File: config.mk
export PLATFORM = sky130hd
export DESIGN_NAME = eth_tx_clk_speed_ctrl
export DESIGN_NICKNAME = d
export VERILOG_FILES = /design/src/rtl/eth_clk_pkg.sv /design/src/rtl/eth_clk_slot_gen.sv /design/src/rtl/eth_tx_clk_speed_ctrl.sv
export SDC_FILE = /design/constraint.sdc
export NUM_CORES = 1
export LEC_CHECK = 0
export ABC_CLOCK_PERIOD_IN_PS = 3900
export BUFFER_PORTS_ARGS = -buffer_cell sky130_fd_sc_hd__clkbuf_2
export CORE_MARGIN = 4
export CORE_UTILIZATION = 32
export DETAILED_ROUTE_END_ITERATION = 12
export PLACE_DENSITY = 0.49
export SYNTH_ARGS = -nofsm -noshare
export SYNTH_HDL_FRONTEND = slang
export SYNTH_SLANG_ARGS = --single-unit
File: constraint.sdc
create_clock -name clk_i -period 3.9 [get_ports clk_i]
set_clock_uncertainty 0.2 [all_clocks]
set_input_delay 0.195 -clock clk_i [delete_from_list [all_inputs] [get_ports clk_i]]
set_output_delay 0.195 -clock clk_i [all_outputs]
set_load 0.05 [all_outputs]
File: src/rtl/eth_clk_pkg.sv
// Shared types and helpers for the Ethernet TX clock speed controller:
// speed codes, per-speed slot counts, FSM state encoding and slot pattern decode.
package eth_clk_pkg;

    typedef enum logic [1:0] {
        SPEED_10M   = 2'b00,
        SPEED_100M  = 2'b01,
        SPEED_1000M = 2'b10
    } speed_e;

    localparam logic [1:0] SPEED_ILLEGAL = 2'b11;

    localparam logic [5:0] SLOTS_10M      = 6'd50;
    localparam logic [5:0] SLOTS_100M     = 6'd5;
    localparam logic [5:0] SLOTS_1000M    = 6'd1;
    localparam logic [5:0] HIGH_SLOTS_10M = 6'd25;

    localparam logic [1:0] SLOT_LOW  = 2'b00;
    localparam logic [1:0] SLOT_HIGH = 2'b11;
    localparam logic [1:0] SLOT_HALF = 2'b01;

    typedef enum logic [1:0] {
        ST_GUARD = 2'b00,
        ST_RUN   = 2'b01,
        ST_DRAIN = 2'b10
    } state_e;

    function automatic logic [5:0] slot_count(input speed_e s);
        logic [5:0] n;
        case (s)
            SPEED_10M:   n = SLOTS_10M;
            SPEED_100M:  n = SLOTS_100M;
            default:     n = SLOTS_1000M;
        endcase
        return n;
    endfunction

    // bit[0] is the first half of the slot, bit[1] the second half
    function automatic logic [1:0] slot_pattern(input speed_e s, input logic [5:0] slot);
        logic [1:0] p;
        case (s)
            SPEED_10M:  p = (slot < HIGH_SLOTS_10M) ? SLOT_HIGH : SLOT_LOW;
            SPEED_100M: begin
                case (slot)
                    6'd0, 6'd1: p = SLOT_HIGH;
                    6'd2:       p = SLOT_HALF;
                    default:    p = SLOT_LOW;
                endcase
            end
            default:    p = SLOT_HALF;
        endcase
        return p;
    endfunction

endpackage

File: src/rtl/eth_clk_slot_gen.sv
// Slot counter and registered pattern output for one clock period of the active speed.
// The register always holds the slot value the clock-shift block will sample next.
module eth_clk_slot_gen
    import eth_clk_pkg::*;
(
    input  logic       clk_i,
    input  logic       reset_i,
    input  logic       advance_i,
    input  logic       clear_i,
    input  logic       blank_i,
    input  speed_e     speed_i,
    input  speed_e     next_speed_i,
    output logic [5:0] slot_o,
    output logic       last_o,
    output logic [1:0] setting_o
);

    logic [5:0] slot_q, slot_d;
    logic [1:0] setting_q, setting_d;

    assign last_o = (slot_q == (slot_count(speed_i) - 6'd1));

    always_comb begin
        slot_d = slot_q;
        if (clear_i) begin
            slot_d = 6'd0;
        end else if (advance_i) begin
            slot_d = last_o ? 6'd0 : slot_q + 6'd1;
        end
        // Decode against the speed that will be in force next cycle so a
        // guard-to-run hand-over presents slot 0 of the new speed immediately.
        setting_d = blank_i ? SLOT_LOW : slot_pattern(next_speed_i, slot_d);
    end

    always_ff @(posedge clk_i) begin
        if (reset_i) begin
            slot_q    <= 6'd0;
            setting_q <= SLOT_LOW;
        end else begin
            slot_q    <= slot_d;
            setting_q <= setting_d;
        end
    end

    assign slot_o    = slot_q;
    assign setting_o = setting_q;

endmodule

File: src/rtl/eth_tx_clk_speed_ctrl.sv
// Ethernet TX clock speed controller: switches between 10M/100M/1000M slot patterns
// only at period boundaries with an idle MAC, inserting forced-low guard slots between speeds.
module eth_tx_clk_speed_ctrl
    import eth_clk_pkg::*;
#(
    parameter logic [1:0] reset_speed_p = 2'b10,
    parameter int         guard_slots_p = 4
) (
    input  logic       clk_i,
    input  logic       reset_i,
    input  logic [1:0] speed_i,
    input  logic       speed_v_i,
    output logic       speed_ready_o,
    output logic [1:0] speed_o,
    output logic       err_o,
    input  logic       tx_idle_i,
    output logic       tx_en_o,
    input  logic       osc_ready_i,
    output logic [1:0] clk_setting_o,
    output logic       period_start_o,
    output state_e     state_o
);

    localparam logic [3:0] GUARD_LAST = 4'(guard_slots_p - 1);
    localparam speed_e     RESET_SPEED = speed_e'(reset_speed_p);

    state_e     state_q, state_d;
    speed_e     speed_q, speed_d;
    speed_e     pending_q, pending_d;
    logic [3:0] guard_q, guard_d;
    logic       err_q, err_d;

    logic [5:0] slot;
    logic       slot_last;

    always_comb begin
        state_d   = state_q;
        speed_d   = speed_q;
        pending_d = pending_q;
        guard_d   = guard_q;
        err_d     = 1'b0;
        case (state_q)
            ST_RUN: begin
                if (speed_v_i) begin
                    if (speed_i == SPEED_ILLEGAL) begin
                        err_d = 1'b1;
                    end else if (speed_i != speed_q) begin
                        pending_d = speed_e'(speed_i);
                        state_d   = ST_DRAIN;
                    end
                end
            end
            ST_DRAIN: begin
                // Leave only once a whole period has been emitted and the MAC is quiet
                if (osc_ready_i && slot_last && tx_idle_i) begin
                    state_d = ST_GUARD;
                    guard_d = 4'd0;
                end
            end
            ST_GUARD: begin
                if (osc_ready_i) begin
                    if (guard_q == GUARD_LAST) begin
                        state_d = ST_RUN;
                        speed_d = pending_q;
                        guard_d = 4'd0;
                    end else begin
                        guard_d = guard_q + 4'd1;
                    end
                end
            end
            default: state_d = ST_GUARD;
        endcase
    end

    always_ff @(posedge clk_i) begin
        if (reset_i) begin
            state_q   <= ST_GUARD;
            speed_q   <= RESET_SPEED;
            pending_q <= RESET_SPEED;
            guard_q   <= 4'd0;
            err_q     <= 1'b0;
        end else begin
            state_q   <= state_d;
            speed_q   <= speed_d;
            pending_q <= pending_d;
            guard_q   <= guard_d;
            err_q     <= err_d;
        end
    end

    eth_clk_slot_gen u_slot_gen (
        .clk_i        (clk_i),
        .reset_i      (reset_i),
        .advance_i    (osc_ready_i && (state_q != ST_GUARD)),
        .clear_i      (state_q == ST_GUARD),
        .blank_i      (state_d == ST_GUARD),
        .speed_i      (speed_q),
        .next_speed_i (speed_d),
        .slot_o       (slot),
        .last_o       (slot_last),
        .setting_o    (clk_setting_o)
    );

    assign speed_ready_o  = (state_q == ST_RUN);
    assign tx_en_o        = (state_q == ST_RUN);
    assign speed_o        = speed_q;
    assign err_o          = err_q;
    assign period_start_o = osc_ready_i && (state_q == ST_RUN) && (slot == 6'd0);
    assign state_o        = state_q;

endmodule
* Yosys cells after proc, flatten, opt, wreduce, memory -nomap -nowiden
Cells that the tools add are included.
** Word-level totals
- Flip-flop bits (word level) :: 19
- Output and inout bits :: 10
- Word-level logic and storage cells :: 66
** Operators by class
- Add/subtract/negate cells :: 3
- Magnitude comparators :: 1
- Eq/ne operators :: 12
- Multiplexer cells :: 22
- Bitwise gates (word level) :: 3
- Reductions and logical operators :: 18
** Operators by type and width (number)
- 2-bit 2-to-1 mux :: 10
- 6-bit 2-to-1 mux :: 3
- 6-bit zero test :: 2
- 4-bit 2-to-1 mux :: 3
- 6-bit one-hot mux with 2 select lines :: 1
- 2-bit zero test :: 4
- 2-bit one-hot mux with 2 select lines :: 2
- 4-bit one-hot mux with 2 select lines :: 1
- 6-bit by 1-bit adder with 6-bit output, second input constant :: 1
- 2-bit by 1-bit == test with 1-bit output, second input constant :: 3
- 6-bit by 1-bit == test with 1-bit output, second input constant :: 1
- 6-bit by 2-bit == test with 1-bit output, second input constant :: 1
- 6-bit == test :: 1
- 6-bit by 5-bit < comparator with 1-bit output, second input constant :: 1
- 2-bit one-hot mux with 3 select lines :: 1
- 6-bit by 1-bit subtractor with 6-bit output, second input constant :: 1
- 1-bit logical AND :: 5
- 4-bit by 1-bit adder with 4-bit output, second input constant :: 1
- 2-bit == test, second input constant :: 2
- 4-bit by 2-bit == test with 1-bit output, second input constant :: 1
- 2-bit inequality test, second input constant :: 2
- 4-bit AND reduction :: 1
- 2-bit nonzero test :: 2
- 2-bit OR reduction :: 2
- other kinds (5) :: 7

* Longest topological paths before layout
- Depth in word-level cells :: 11
- Gate-level depth with buffers :: 9

* Cells and area by module
A second synthesis with hierarchy kept.
** Unflattened totals
- Cells, all modules :: 152
- Area, all modules :: 1247.4 µm²
** Modules (own cells, without submodules)
- eth_clk_slot_gen :: times used 1, cells each 80, area an instance 641.9 µm², seq. area each 160.2 µm²
- eth_tx_clk_speed_ctrl :: times used 1, cells each 72, area an instance 605.6 µm², seq. area each 220.2 µm²

* Least setup slack after synthesis
OpenSTA, ideal clock, no wires.
- Path type :: register to register
- Start :: register state_q[0], in the netlist state_o[0]
- End :: register pending_q[1]
- Setup time :: 120 ps
- Arrival time :: 2406 ps
- Data required time :: 3580 ps
- Path slack :: 1175 ps
- Stages on the path, launching flop included :: 8
- Buffers on the path :: 1
- Cells stage by stage :: dfxtp_1 clkbuf_2 inv_1 nor2_1 nand2_1 nor2_1 nor2b_1 a211o_1
** On the way
- Word-level cells in the longest chain between the ends :: 2
** RTL lines
- from (decl) :: RTL line eth_tx_clk_speed_ctrl.sv:27 : state_e state_q, state_d;
- from (signal assigned) :: RTL line eth_tx_clk_speed_ctrl.sv:83 : state_q <= state_d;
- 2-bit by 1-bit == test with 1-bit output
- via speed_ready_o :: RTL line eth_tx_clk_speed_ctrl.sv:13 : output logic speed_ready_o,
- 4-bit AND reduction (no source line)
- to (signal assigned) :: RTL line eth_tx_clk_speed_ctrl.sv:85 : pending_q <= pending_d;
- to (decl) :: RTL line eth_tx_clk_speed_ctrl.sv:29 : speed_e pending_q, pending_d;
The timed path passes the listed nets, and every way through them passes these cells.
A chain may end at the register's enable or synchronous reset.

* Final worst setup path
- Start :: register u_slot_gen.slot_q[0], in the netlist u_slot_gen.slot_o[0]
- End :: register u_slot_gen.setting_q[0], in the netlist u_slot_gen.setting_o[0]
** On the way
- Word-level cells in the longest chain between the ends :: 8
- Elaborated cells between the ends (all ways) :: 19
- Classes of those cells :: 1 x add/sub; 1 x order compare; 3 x eq/ne; 8 x mux; 6 x reduce/logical
** RTL lines
- from (decl) :: RTL line eth_clk_slot_gen.sv:18 : logic [5:0] slot_q, slot_d;
- from (signal assigned) :: RTL line eth_clk_slot_gen.sv:40 : slot_q <= slot_d;
- parallel branches: the longest is 8 deep, another holds 6-bit by 1-bit adder with 6-bit output
- to (signal assigned) :: RTL line eth_clk_slot_gen.sv:41 : setting_q <= setting_d;
- to (decl) :: RTL line eth_clk_slot_gen.sv:19 : logic [1:0] setting_q, setting_d;
Several ways; the timed one is not identified.

==> results_dict.tcl <==
set metrics [dict create \
    io_buffers 16 \
    fin_cells 204 \
    grt_antenna_before_repair 0 \
    place_inst 199 \
    grt_pass1_vias 1051 \
    grt_max_degree 20 \
    cp_max_fo 10 \
    drive_gt1_frac 0.215 \
    nets 169 \
    drt_iter0_drc 71 \
    io-pin-count 17 \
    gr-total-overflow 0 \
    syn2layout_area_growth_pct 12.9 \
    timing.final.crit_period_ps 2390 \
    clockBufferDepth 2 \
    root_buffer "clkbuf_8" \
    fp.coreArea_um2 3470 \
    power.density_nw_per_um2 270 \
    hpwlAfterDp_um 2100 \
    synth_edf_count 0 \
    max_freq_ghz 0.419 \
    worst_setup_path_end_kind "flop" \
    place.gp.congestion 0.716 \
    synth.avg_cell_area_um2 8.20 \
    ys_seq_area_frac 0.320 \
    crit_start "u_slot_gen.slot_o[0]$_SDFF_PP0_" \
    finalHoldViolCount 0 \
    synth_async_sr_flop_share 0 \
    cp.depth 7 \
    antenna_cells 0 \
    dr_total_vias 1070 \
    post_cts_buffers 0 \
    setup_violations 0 \
    r2r_cells 7 \
    wl_per_cell_um 13.5 \
    final.period_utilization 0.612 \
    holdCritPathClass "in -> reg" \
    crit_path_end "u_slot_gen.setting_o[0]$_SDFF_PP0_" \
    crit_required_ps 3910 \
    rr_endpoint "u_slot_gen.setting_o[0]$_SDFF_PP0_" \
    syn-instance-count 145 \
    slew_headroom 0.693 \
    crit_slowest_cell "dfxtp_1" \
    syn_nets 155 \
    critPathKind "reg -> reg" \
    ant_nets 0 \
    drc 0 \
    cts_made_buffers 3 \
    post_synth_num_cell_types 53 \
    synth-warning-count 0 \
    chipWidth_um 68.9 \
    rows 21 \
    rsz0062_at_grt "no" \
    worstReg2RegStart "u_slot_gen.slot_o[0]$_SDFF_PP0_" \
    drv_slew 0 \
    status "finished, final reports clean" \
    cts_tree "done" \
    final.setup.tns_ps 0 \
    path_clk_slew_ps 80 \
    grt_pass1_wl_um 4820 \
    placed_cell_area_um2 1290 \
    critical_path.max_stage_delay_ps 530 \
    p_leak_nw 0.500 \
    max_cap_viol_count 0 \
    r2r_setup_slack_ps 1510 \
    tightestPinTransition_ps 456 \
    ctsResizeCount 0 \
    crit_buf_inv 0 \
    postCtsHoldBufs 1 \
    dieHeight_um 68.9 \
    htreeDepth 1 \
    ys.flop_type "dfxtp_1" \
    ys_ff_latch 19 \
    worstSetupStartpointType "flop" \
    first_pass_iters 4 \
    start_util 0.343 \
    synth_area_um2 1190 \
    cp_cell_sequence "ha_1, nand3_1, or4_1, o311ai_2, o2111ai_1, a21boi_1, o31a_2" \
    worstSkewPairLatency_ps 260 \
    track_usage 0.136 \
    path_delay_family "simple AND/OR/NAND/NOR gates" \
    cts.sinks 19 \
    wl_um 2750 \
    vias_per_cell 5.25 \
    crit_arrival_ps 2390 \
    peakVddDrop_mv 0.115 \
    fin_area_um2 1340 \
    die_area_um2 4750 \
]
state kept, by name, indices dropped and copies added (netlist names):
register	count
speed_o	2
state_o	2
pending_q	2
err_o	1
u_slot_gen.setting_o	2
u_slot_gen.slot_o	6
guard_q	4
logic make-up (layout without fill, tap and decap cells):
family / after synthesis / after routing / synth area share
flip-flops: 19 / 19 / 0.320
buffers and inverters: 16 / 29 / 0.0589
XOR/XNOR: 6 / 6 / 0.0442
AND/OR/NAND/NOR: 61 / 61 / 0.303
multiplexers: 3 / 3 / 0.0263
AO/OA/AOI/OAI: 37 / 37 / 0.216
adder cells (fa/ha/maj): 3 / 3 / 0.0316
through the flow:
step	power (W)	hold WS [ps]	worst slack, ps	util
global route	0.000384	24.9	1310	0.387
CTS	0.000369	1.92	1490	0.387
finish	0.000363	0.158	1510	0.387
detailed placement	0.000229	257	1530	0.371
floorplan	0.000221	102	1170	-
global placement	0.000229	253	1580	0.371
cell type report:
class                      instances  area [µm²]
clock buffer                       3        41.3
tap                               46        57.6
fill                             367        2130
multi-input combinational        110         738
sequential                        19         380
timing repair buffer              17        90.1
clock inverter                     1        5.00
inverter                           8        30.0
layout by cell type, fill, tap and decap left out, drive strengths merged, types with 4 or more instances in the layout:
| master | netlist | final |
|---|---|---|
| nor3 | 4 | 4 |
| clkbuf | 2 | 19 |
| dfxtp | 19 | 19 |
| or3 | 4 | 4 |
| nor2 | 16 | 16 |
| a21oi | 13 | 13 |
| nand2 | 8 | 8 |
| xnor2 | 4 | 4 |
| o21ai | 6 | 6 |
| nand3 | 7 | 7 |
| inv | 8 | 8 |
synth_stat cells, types with 2 or more instances:
cell type  instances  area (µm²)
or3_1              4        25.0
nor2_1            15        56.3
nor3_1             4        20.0
inv_1              7        26.3
a21oi_1           13        65.1
o21ai_1            2        10.0
mux2i_1            2        20.0
nand2b_1           3        18.8
nor2b_1            3        18.8
nand3_1            6        30.0
nand4_1            2        12.5
o22a_1             3        26.3
buf_2              4        20.0
o21ai_0            4        20.0
xnor2_1            4        35.0
or4_1              2        15.0
a31oi_1            2        12.5
ha_1               3        37.5
dfxtp_1           19         380
xor2_1             2        17.5
nor3b_1            2        15.0
nand2_1            8        30.0
layer usage:
layer	vias to the layer above	global-route usage	share of wire
met4	0	0.0560	0.014
li1	551	-	-
met1	495	0.174	0.49
met5	-	0	0
met3	5	0.0276	0.034
met2	19	0.220	0.46
how the worst min path moves through the flow:
| stage | from | to | slack, ps | cells past startpoint |
|---|---|---|---|---|
| after floorplan | reset_i | speed_o[1]$_SDFF_PP1_ | 100 | 1 |
| after global placement | speed_i[1] | pending_q[1]$_SDFFE_PP1P_ | 250 | 2 |
| after CTS | speed_i[0] | err_o$_SDFF_PP0_ | 2 | 3 |
| after global routing | speed_i[0] | err_o$_SDFF_PP0_ | 20 | 3 |
| after detailed placement | speed_i[1] | pending_q[1]$_SDFFE_PP1P_ | 260 | 2 |
| final | speed_i[0] | err_o$_SDFF_PP0_ | 0.2 | 3 |
where the power goes:
| group | switching, W | leakage [nW] | total, W | internal (W) |
|---|---|---|---|---|
| Combinational | 0.0000169 | 0.321 | 0.0000275 | 0.0000107 |
| Clock | 0.0000665 | 0.0255 | 0.000138 | 0.0000710 |
| Sequential | 0.00000189 | 0.153 | 0.000198 | 0.000196 |
worst reg2reg max path, stage by stage (launching register included):
cell	delay, ps
dfxtp_1	530
ha_1	340
nand3_1	140
or4_1	510
o311ai_2	110
o2111ai_1	200
a21boi_1	180
o31a_2	130
(Power assumes the default switching activity.)
